--- src/rtl/imem_loader_pkg.sv ---
// -----------------------------------------------------------------------------
// imem_loader_pkg
// Shared types and constants for the instruction-memory loader.
//   state_e        : loader FSM state encoding (also driven on the debug port)
//   MEM_DEPTH_DEF  : default maximum number of loadable words
//   HDR_LEN        : number of header bytes (16-bit word count, low byte first)
//   ST_AFTER_DATA  : state entered after the last word has been written
// Optional feature macro: IMEM_LOADER_CHECKSUM_EN adds the CHK state.
// -----------------------------------------------------------------------------
package imem_loader_pkg;

    localparam int MEM_DEPTH_DEF = 1001;
    localparam int HDR_LEN       = 2;

    typedef enum logic [2:0] {
        ST_IDLE   = 3'd0,
        ST_LEN_LO = 3'd1,
        ST_LEN_HI = 3'd2,
        ST_DATA   = 3'd3,
`ifdef IMEM_LOADER_CHECKSUM_EN
        ST_CHK    = 3'd4,
`endif
        ST_DONE   = 3'd5,
        ST_ERR    = 3'd6
    } state_e;

`ifdef IMEM_LOADER_CHECKSUM_EN
    localparam state_e ST_AFTER_DATA = ST_CHK;
`else
    localparam state_e ST_AFTER_DATA = ST_DONE;
`endif

endpackage

--- src/rtl/imem_word_assembler.sv ---
// -----------------------------------------------------------------------------
// imem_word_assembler
// Collects four bytes (little-endian, first byte -> bits 7:0) into a 32-bit
// word. word_valid_o is a combinational pulse coinciding with the 4th byte.
//   clk_i, rst_ni   : clock, asynchronous active-low reset
//   clear_i         : synchronous clear of any partial word
//   byte_valid_i    : a byte is accepted this cycle
//   byte_i          : accepted byte
//   word_valid_o    : this byte completes a word
//   word_o          : completed word (valid with word_valid_o)
// -----------------------------------------------------------------------------
module imem_word_assembler (
    input  logic        clk_i,
    input  logic        rst_ni,
    input  logic        clear_i,
    input  logic        byte_valid_i,
    input  logic [7:0]  byte_i,
    output logic        word_valid_o,
    output logic [31:0] word_o
);

    logic [1:0]  cnt_q, cnt_d;
    logic [23:0] shift_q, shift_d;

    // Bytes enter at the top and move down, so after three bytes the first
    // one sits in bits 7:0 and the 4th byte completes bits 31:24.
    always_comb begin
        cnt_d   = cnt_q;
        shift_d = shift_q;
        if (clear_i) begin
            cnt_d   = 2'd0;
            shift_d = 24'd0;
        end else if (byte_valid_i) begin
            cnt_d   = cnt_q + 2'd1;
            shift_d = {byte_i, shift_q[23:8]};
        end
    end

    always_ff @(posedge clk_i or negedge rst_ni) begin
        if (!rst_ni) begin
            cnt_q   <= 2'd0;
            shift_q <= 24'd0;
        end else begin
            cnt_q   <= cnt_d;
            shift_q <= shift_d;
        end
    end

    assign word_valid_o = byte_valid_i && !clear_i && (cnt_q == 2'd3);
    assign word_o       = {byte_i, shift_q};

endmodule

--- src/rtl/imem_loader.sv ---
// -----------------------------------------------------------------------------
// imem_loader
// Loads an instruction memory from a byte stream: 16-bit word count N (low
// byte first) followed by 4*N little-endian word bytes.
// Handshake: a byte transfers on a rising edge where rx_valid and rx_ready are
// both high; rx_ready depends only on the FSM state, never on rx_valid.
// Ports:
//   SYS_clk, SYS_reset : clock, asynchronous active-low reset
//   start              : one-cycle pulse, starts a load from IDLE/DONE/ERR
//   rx_valid, rx_data  : byte stream in;  rx_ready : byte stream ready
//   mem_we, mem_addr, mem_wdata : one-cycle write strobe, word index, word
//   busy               : load in progress (also holds the CPU in reset)
//   done, error        : sticky completion / failure flags until next start
//   words_loaded       : words written in the current load
//   dbg_state_o        : current FSM state
// Macro IMEM_LOADER_CHECKSUM_EN: a trailing byte must equal the XOR of all
// data bytes, checked in the CHK state.
// -----------------------------------------------------------------------------
module imem_loader
    import imem_loader_pkg::*;
#(
    parameter int ADDR_W    = 10,
    parameter int MEM_DEPTH = MEM_DEPTH_DEF
) (
    input  logic              SYS_clk,
    input  logic              SYS_reset,
    input  logic              start,
    input  logic              rx_valid,
    input  logic [7:0]        rx_data,
    output logic              rx_ready,
    output logic              mem_we,
    output logic [ADDR_W-1:0] mem_addr,
    output logic [31:0]       mem_wdata,
    output logic              busy,
    output logic              done,
    output logic              error,
    output logic [15:0]       words_loaded,
    output logic [2:0]        dbg_state_o
);

    localparam logic [15:0] MAX_WORDS = 16'(MEM_DEPTH);

    state_e            state_q;
    logic [7:0]        n_lo_q;
    logic [15:0]       n_q;
    logic              mem_we_q;
    logic [ADDR_W-1:0] mem_addr_q;
    logic [31:0]       mem_wdata_q;
    logic [15:0]       words_q;
`ifdef IMEM_LOADER_CHECKSUM_EN
    logic [7:0]        xor_q;
`endif

    logic        rx_fire;
    logic        idle_like;
    logic        load_start;
    logic        word_valid;
    logic [31:0] word;
    logic [15:0] n_d;

    assign rx_fire    = rx_valid && rx_ready;
    assign idle_like  = (state_q == ST_IDLE) || (state_q == ST_DONE) || (state_q == ST_ERR);
    assign load_start = start && idle_like;
    assign n_d        = {rx_data, n_lo_q};

    imem_word_assembler u_asm (
        .clk_i        (SYS_clk),
        .rst_ni       (SYS_reset),
        .clear_i      (load_start),
        .byte_valid_i (rx_fire && (state_q == ST_DATA)),
        .byte_i       (rx_data),
        .word_valid_o (word_valid),
        .word_o       (word)
    );

    always_ff @(posedge SYS_clk or negedge SYS_reset) begin
        if (!SYS_reset) begin
            state_q     <= ST_IDLE;
            n_lo_q      <= 8'd0;
            n_q         <= 16'd0;
            mem_we_q    <= 1'b0;
            mem_addr_q  <= '0;
            mem_wdata_q <= 32'd0;
            words_q     <= 16'd0;
`ifdef IMEM_LOADER_CHECKSUM_EN
            xor_q       <= 8'd0;
`endif
        end else begin
            mem_we_q <= 1'b0;
            case (state_q)
                ST_IDLE, ST_DONE, ST_ERR: begin
                    if (start) begin
                        state_q <= ST_LEN_LO;
                        words_q <= 16'd0;
`ifdef IMEM_LOADER_CHECKSUM_EN
                        xor_q   <= 8'd0;
`endif
                    end
                end
                ST_LEN_LO: begin
                    if (rx_fire) begin
                        n_lo_q  <= rx_data;
                        state_q <= ST_LEN_HI;
                    end
                end
                ST_LEN_HI: begin
                    if (rx_fire) begin
                        n_q <= n_d;
                        if (n_d == 16'd0) begin
                            state_q <= ST_AFTER_DATA;
                        end else if (n_d > MAX_WORDS) begin
                            state_q <= ST_ERR;
                        end else begin
                            state_q <= ST_DATA;
                        end
                    end
                end
                ST_DATA: begin
`ifdef IMEM_LOADER_CHECKSUM_EN
                    if (rx_fire) begin
                        xor_q <= xor_q ^ rx_data;
                    end
`endif
                    // Write strobe is registered: it shows the cycle after the
                    // 4th byte, addressed by the pre-increment count.
                    if (word_valid) begin
                        mem_we_q    <= 1'b1;
                        mem_addr_q  <= words_q[ADDR_W-1:0];
                        mem_wdata_q <= word;
                        words_q     <= words_q + 16'd1;
                        if (words_q + 16'd1 == n_q) begin
                            state_q <= ST_AFTER_DATA;
                        end
                    end
                end
`ifdef IMEM_LOADER_CHECKSUM_EN
                ST_CHK: begin
                    if (rx_fire) begin
                        state_q <= (rx_data == xor_q) ? ST_DONE : ST_ERR;
                    end
                end
`endif
                default: state_q <= ST_IDLE;
            endcase
        end
    end

`ifdef IMEM_LOADER_CHECKSUM_EN
    assign rx_ready = (state_q == ST_LEN_LO) || (state_q == ST_LEN_HI) ||
                      (state_q == ST_DATA)   || (state_q == ST_CHK);
`else
    assign rx_ready = (state_q == ST_LEN_LO) || (state_q == ST_LEN_HI) ||
                      (state_q == ST_DATA);
`endif
    assign busy         = rx_ready;
    assign done         = (state_q == ST_DONE);
    assign error        = (state_q == ST_ERR);
    assign mem_we       = mem_we_q;
    assign mem_addr     = mem_addr_q;
    assign mem_wdata    = mem_wdata_q;
    assign words_loaded = words_q;
    assign dbg_state_o  = state_q;

endmodule

--- config.mk ---
export PLATFORM = sky130hd
export DESIGN_NAME = imem_loader
export DESIGN_NICKNAME = d
export VERILOG_FILES = /design/src/rtl/imem_loader_pkg.sv /design/src/rtl/imem_word_assembler.sv /design/src/rtl/imem_loader.sv
export SDC_FILE = /design/constraint.sdc
export NUM_CORES = 1
export LEC_CHECK = 0
export ABC_AREA = 0
export CAP_MARGIN = 20
export CORE_UTILIZATION = 54
export DETAILED_ROUTE_END_ITERATION = 7
export GPL_TIMING_DRIVEN = 0
export PLACE_DENSITY = 0.78
export SYNTH_ARGS = -nofsm -noshare
export SYNTH_HDL_FRONTEND = slang
export SYNTH_SLANG_ARGS = --single-unit
--- constraint.sdc ---
create_clock -name SYS_clk -period 3.73 [get_ports SYS_clk]
set_input_delay 0.746 -clock SYS_clk [delete_from_list [all_inputs] [get_ports SYS_clk]]
set_output_delay 0.746 -clock SYS_clk [all_outputs]
set_load 0.01 [all_outputs]
### Yosys cells after proc, flatten, opt, wreduce, memory -nomap -nowiden

Cells that the tools add are included.

| operators by class | value |
|---|---|
| add/sub/neg operators | 2 |
| $lt $le $gt $ge | 1 |
| eq/ne operators | 12 |
| multiplexer cells | 17 |
| reduce and logical (&&, ||, !) cells | 20 |

Operators by type and width:

| operator | count |
|---|---|
| $mux 24 | 2 |
| $mux 16 | 2 |
| $pmux 16 s2 | 1 |
| $mux 3 | 7 |
| $add 16x1->16 const B | 1 |
| $eq 16x16->1 | 1 |
| $gt 16x10->1 const B | 1 |
| $logic_not 16->1 | 1 |
| $pmux 3 s4 | 1 |
| $ne 2x2->1 const B | 4 |
| $eq 3x2->1 const B | 2 |
| $eq 3x3->1 const B | 2 |
| $reduce_and 2->1 | 3 |
| $logic_and 1x1->1 | 5 |
| $reduce_and 5->1 | 1 |
| $logic_or 1x1->1 | 4 |
| $mux 2 | 2 |
| $reduce_bool 2->1 | 2 |
| $eq 3x1->1 const B | 1 |
| $logic_not 3->1 | 1 |
| $reduce_and 3->1 | 1 |
| $reduce_or 3->1 | 1 |
| $add 2x1->2 const B | 1 |
| $eq 2x2->1 const B | 1 |
| other kinds (3) | 4 |

| word-level totals | value |
|---|---|
| bits in registers | 112 |
| output and inout bits | 66 |
| logic and storage cells | 61 |

### Longest topological paths before layout

| logic depth | value |
|---|---|
| depth in word-level cells | 9 |
| gate-level depth with buffers | 9 |
| depth with buffers taken out | 7 |

### Modules after synthesis

From an unflattened synthesis, not the netlist that was laid out.

| unflattened totals | value |
|---|---|
| cells, all modules | 556 |
| area, all modules | 5393.9 µm² |

Modules (own cells, without submodules):

| module | times used | cells each | area each (µm²) |
|---|---|---|---|
| imem_loader | 1 | 461 | 4237.8 |
| imem_word_assembler | 1 | 95 | 1156.1 |

### Worst setup path before layout

Ideal clock, no wire load.

| timing path | value |
|---|---|
| path kind | input -> register |
| from | input port rx_data[2] |
| to | register state_q[1] (netlist: dbg_state_o[1]) |
| library setup time | 124 ps |
| data arrival time | 2126 ps |
| setup slack | 1479 ps |
| cell stages on the path | 6 |
| cell sequence | or4_1 > nor3_1 > nand4_1 > a221o_1 > nor3_1 > a21oi_1 |

| on the way | value |
|---|---|
| longest elaborated chain between the ends | 4 |

RTL lines:

| item | line | RTL |
|---|---|---|
| start: declaration | imem_loader.sv:29 | `input logic [7:0] rx_data,` |
| $logic_not 16->1 | imem_loader.sv:109 | `if (n_d == 16'd0) begin` |
| $mux 3 | imem_loader.sv:109 |  |
| $mux 3 | imem_loader.sv:107 | `if (rx_fire) begin` |
| $pmux 3 s4 | imem_loader.sv:90 | `case (state_q)` |
| end signal: assignment | imem_loader.sv:93 | `state_q <= ST_LEN_LO;` |
| end signal: assignment | imem_loader.sv:110 | `state_q <= ST_AFTER_DATA;` |
| end signal: assignment | imem_loader.sv:112 | `state_q <= ST_ERR;` |
| end: declaration | imem_loader.sv:43 | `state_e state_q;` |

Every way passes these cells. The select of a mux whose other input is x is not followed.
A chain may end at the register's enable or synchronous reset.

### Final worst setup path

| timing path | value |
|---|---|
| from | register state_q[0] (netlist: dbg_state_o[0]) |
| to | output port rx_ready |

| on the way | value |
|---|---|
| longest elaborated chain between the ends | 3 |
| elaborated cells between the ends (all ways) | 5 |
| those cells by class | eq/ne (3); reduce/logical (2) |

RTL lines:

| item | line | RTL |
|---|---|---|
| start signal: assignment | imem_loader.sv:78 | `state_q <= ST_IDLE;` |
| start signal: assignment | imem_loader.sv:93 |  |
| start signal: assignment | imem_loader.sv:103 | `state_q <= ST_LEN_HI;` |
| $eq 3x1->1 or $eq 3x2->1 (tied branches) | imem_loader.sv:152 | `assign rx_ready = (state_q == ST_LEN_LO) \|\| (state_q == ST_LEN_HI) \|\|` |
| $logic_or 1x1->1 | imem_loader.sv:152 |  |
| $logic_or 1x1->1 (*) | imem_loader.sv:152 |  |
| end: declaration | imem_loader.sv:30 | `output logic rx_ready,` |

Mark *: on every way between the ends. The rest lies on a longest branch, timed or not.

==> results.md <==
- CP arrival: ~2.2 ns
- Worst clock skew: roughly 0.014 ns
- DIE HEIGHT: roughly 99 um
- Largest net degree at the start of global routing: 63
- RSZ-0062 raised after global routing: false
- Post_cts resized: 0
- Tightest Pin Transition: ~0.80 ns
- Initial antenna violation count: 0
- Clock sink count: 112
- Cells after Synth: approximately 500
- Die Footprint: roughly 9800 um2
- # setup viols final: 0
- Area Overhead vs Synth: 22.8%
- Post-synthesis sequential area ratio: 55.4%
- Worst EP required: 2.98 ns
- Post-layout min period: ~3.0 ns
- Total gr overflow: 0
- Critical path origin: dbg_state_o[0]$_DFFE_PN0P_
- Post-CTS Setup Bufs: 0
- Setup_tns: 0 ns
- Die Span X: ~99 um
- Startpoint class of the critical path: flop
- PD cells: ~670 nW/um2
- DRT iter0 DRCs: ~190
- Critical path type: flop to output pin
- Nets: between 600 and 700
- Vias/cell: between 5 and 6
- Buffers on Ports: between 70 and 80
- Syn. warnings: 0
- Post-CTS Hold Buffers: 0
- Number of flops mapped to enable cells by yosys: 0
- Clk slew on worst S/H paths: between 0.1 and 0.15 ns
- I/O pin count: 78
- Outcome: finished clean
- Clock root cell: clkbuf_8
- Reg2reg end: words_loaded[9]$_DFFE_PN0P_
- Synth unique cells: 56
- Row count: 34
- First-pass GRT wire length: ~20000 um
- Worst reg2reg startpoint: dbg_state_o[0]$_DFFE_PN0P_
- Worst-Skew Late Latency: about 0.38 ns
- Leakage: 2.91 nW
- Hold Path Class: input pin to asynchronous set/reset pin
- GRT Util Overall: between 20% and 30%
- # diodes: 0
- DR DRC count: 0
- CTS tree: yes
- M1 GR Usage: a little under two fifths
- Drt first pass iters: 5
- Yosys reg bits: approximately 110
- CTS buffer count: 9
- Placeable Area: 8890 um2
- Initial core utilization: between 50% and 60%
- Crit path to: rx_ready
- Gpl congestion: between 0.8 and 0.9
- Busiest metal layer after global routing: met2
- Met2 usage: between 40% and 50%
- Post-Syn Area: 5060 um2
- Switching power: roughly 0.0015 W
- Main flop type after synthesis: dfrtp_1
- Clock share of power: a little under a fifth
- R2R cell count: 9
- Multi-input gate area: 2110 um2
- Routed wire length: 12000 um
- Syn avg cell area: about 10 um2
- Number of global-route vias before repair: ~4000
- Critical Path Fanout Max: 10
- Vias: between 4000 and 5000
- Max_slew headroom: between 40% and 50%
- Register Area: 2800 um2
- Maxcap violations: 0
- # H-tree levels: 3
- Max Freq: roughly 330 MHz
- GR Util met3: 5.82%
- Internal: around 0.0027 W
- Share of post-route cells with drive strength above 1: roughly 9.7%
- VDD IR max: around 0.00032 V
- Period Utilization, post-route: between 80% and 90%
- Synth async-reset ratio: 100%
- Post-Syn Nets: around 520
- Crit path capture type: output pin
- R2R setup slack: around 1.1 ns
- Hold Violations, Final: 0
- Hpwl dp: 8510 um
- Overall power: between 0.004 and 0.005 W
- Post-route ant nets: 0
- Flop pwr share: 45.7%
- Longest Clk Path Bufs: 2
- FILL cells: approximately 670
- Fin. max-slew vios: 0
- DR WL/cell: about 17 um
- Switch share: between 30% and 40%
- Share of total power in combinational logic: between 30% and 40%
metrics by stage:
step	cells	util [%]	hold WS (ns)	instance area, um2	setup slack, ns
6_report	703	69.9	0.451	6220	0.740
5_1_grt	703	69.9	0.501	6220	0.598
4_1_cts	703	69.9	0.463	6220	0.746
3_5_place_dp	687	67.4	0.463	5990	0.611
3_3_place_gp	686	67.1	0.458	5970	-2.21
2_1_floorplan	501	-	0.440	5060	1.48
placed cells by master (no fill, tap or decap), types with 3 or more instances in the layout:
| master | instances |
|---|---|
| nor2b_1 | 4 |
| nor3b_1 | 4 |
| a22o_1 | 26 |
| clkdlybuf4s50_1 | 76 |
| dfrtp_1 | 112 |
| o21ai_1 | 5 |
| xor2_1 | 11 |
| nor4_1 | 5 |
| clkbuf_8 | 9 |
| and3_1 | 5 |
| nor3_1 | 6 |
| o21ai_0 | 23 |
| mux2_2 | 21 |
| o31ai_1 | 4 |
| nand4_1 | 7 |
| buf_1 | 3 |
| buf_2 | 7 |
| buf_4 | 5 |
| o41ai_1 | 3 |
| nor2_1 | 18 |
| mux2_1 | 4 |
| clkbuf_1 | 17 |
| a31oi_1 | 4 |
| a21oi_1 | 10 |
| nand2_1 | 143 |
| and3b_1 | 3 |
| xnor2_1 | 7 |
| nand3_1 | 8 |
logic make-up after synthesis:
logic type                 Yosys count  share of synthesized area [%]
and+or+nand+nor                    221                           19.9
DFF                                112                           55.4
AOI/OAI and AO/OA                   90                           12.6
buffers and inverters               33                           2.92
muxes                               25                           5.56
xor gates and xnor gates            18                           3.11
adders and majority gates            2                          0.494
synthesized netlist by cell type (2+ instances only):
cell type	number	area [um2]
nor4b_1	2	17.5
a22o_1	26	228
o31ai_1	4	30.0
dfrtp_1	112	2800
buf_2	7	35.0
buf_1	3	11.3
clkbuf_1	17	63.8
nor2b_1	4	25.0
mux2_2	21	236
buf_4	4	30.0
o21a_1	2	15.0
nand4_1	7	43.8
nor3b_1	4	30.0
nor2_1	18	67.6
mux2_1	4	45.0
a31oi_1	4	25.0
and3b_1	3	26.3
or3_1	2	12.5
nand3_1	8	40.0
xnor2_1	7	61.3
or4_1	2	15.0
nand3_2	2	20.0
o41ai_1	3	26.3
ha_1	2	25.0
nor4_1	5	31.3
o21ai_0	23	115
o21ai_1	5	25.0
nand2_1	143	537
a21oi_1	10	50.1
nor3_1	6	30.0
xor2_1	11	96.3
and3_1	5	31.3
and2b_1	2	15.0
worst max-delay path, stage by stage (launching register included):
cell and delay, ns:
dfrtp_1 0.35, clkbuf_1 0.30, clkbuf_1 0.37, nor2_1 0.09, nor2_1 0.13, buf_4 0.12
clkdlybuf4s50_1 0.51
worst min path at each step:
stage | cells after the start | slack (ns) | endpoint | startpoint
6_report | 1 | 0.45 | words_loaded[10]$_DFFE_PN0P_ | SYS_reset
5_1_grt | 1 | 0.50 | mem_wdata[25]$_DFFE_PN0P_ | SYS_reset
4_1_cts | 1 | 0.46 | mem_addr[9]$_DFFE_PN0P_ | SYS_reset
3_5_place_dp | 2 | 0.46 | mem_wdata[5]$_DFFE_PN0P_ | mem_wdata[5]$_DFFE_PN0P_
3_3_place_gp | 2 | 0.46 | mem_wdata[30]$_DFFE_PN0P_ | mem_wdata[30]$_DFFE_PN0P_
2_1_floorplan | 2 | 0.44 | mem_wdata[0]$_DFFE_PN0P_ | u_asm.shift_q[0]$_DFFE_PN0P_
state kept, by name, indices dropped and copies added (netlist names):
signal,flops
dbg_state_o,3
mem_addr,10
mem_wdata,32
mem_we,1
n_lo_q,8
n_q,16
u_asm.cnt_q,2
u_asm.shift_q,24
words_loaded,16
final cells by class:
| class | instances | share of cell area (%) |
|---|---|---|
| repair buffers | 78 | 12.8 |
| clock buffers | 9 | 1.99 |
| inverters | 2 | 0.121 |
| plain buffers | 31 | 2.25 |
| clock inverters | 7 | 1.61 |
| well taps | 108 | 2.17 |
| multi-input cells | 356 | 34.0 |
| flip-flops and latches | 112 | 45.1 |
power groups by stage:
stage               Sequential, W  Clock, W  Combinational, W
floorplan                 0.00188         0          0.000902
global placement          0.00190         0           0.00141
detailed placement        0.00192         0           0.00147
CTS                       0.00190  0.000799           0.00147
global route              0.00195  0.000849           0.00162
finish                    0.00190  0.000782           0.00147
metal layers:
layer	vias to the layer above	part of all wire, %
met1	2028	45
li1	1918	-
met4	0	1.8
met3	17	6.6
met2	138	47
met5	-	0
Power figures use the tool's default switching activity.
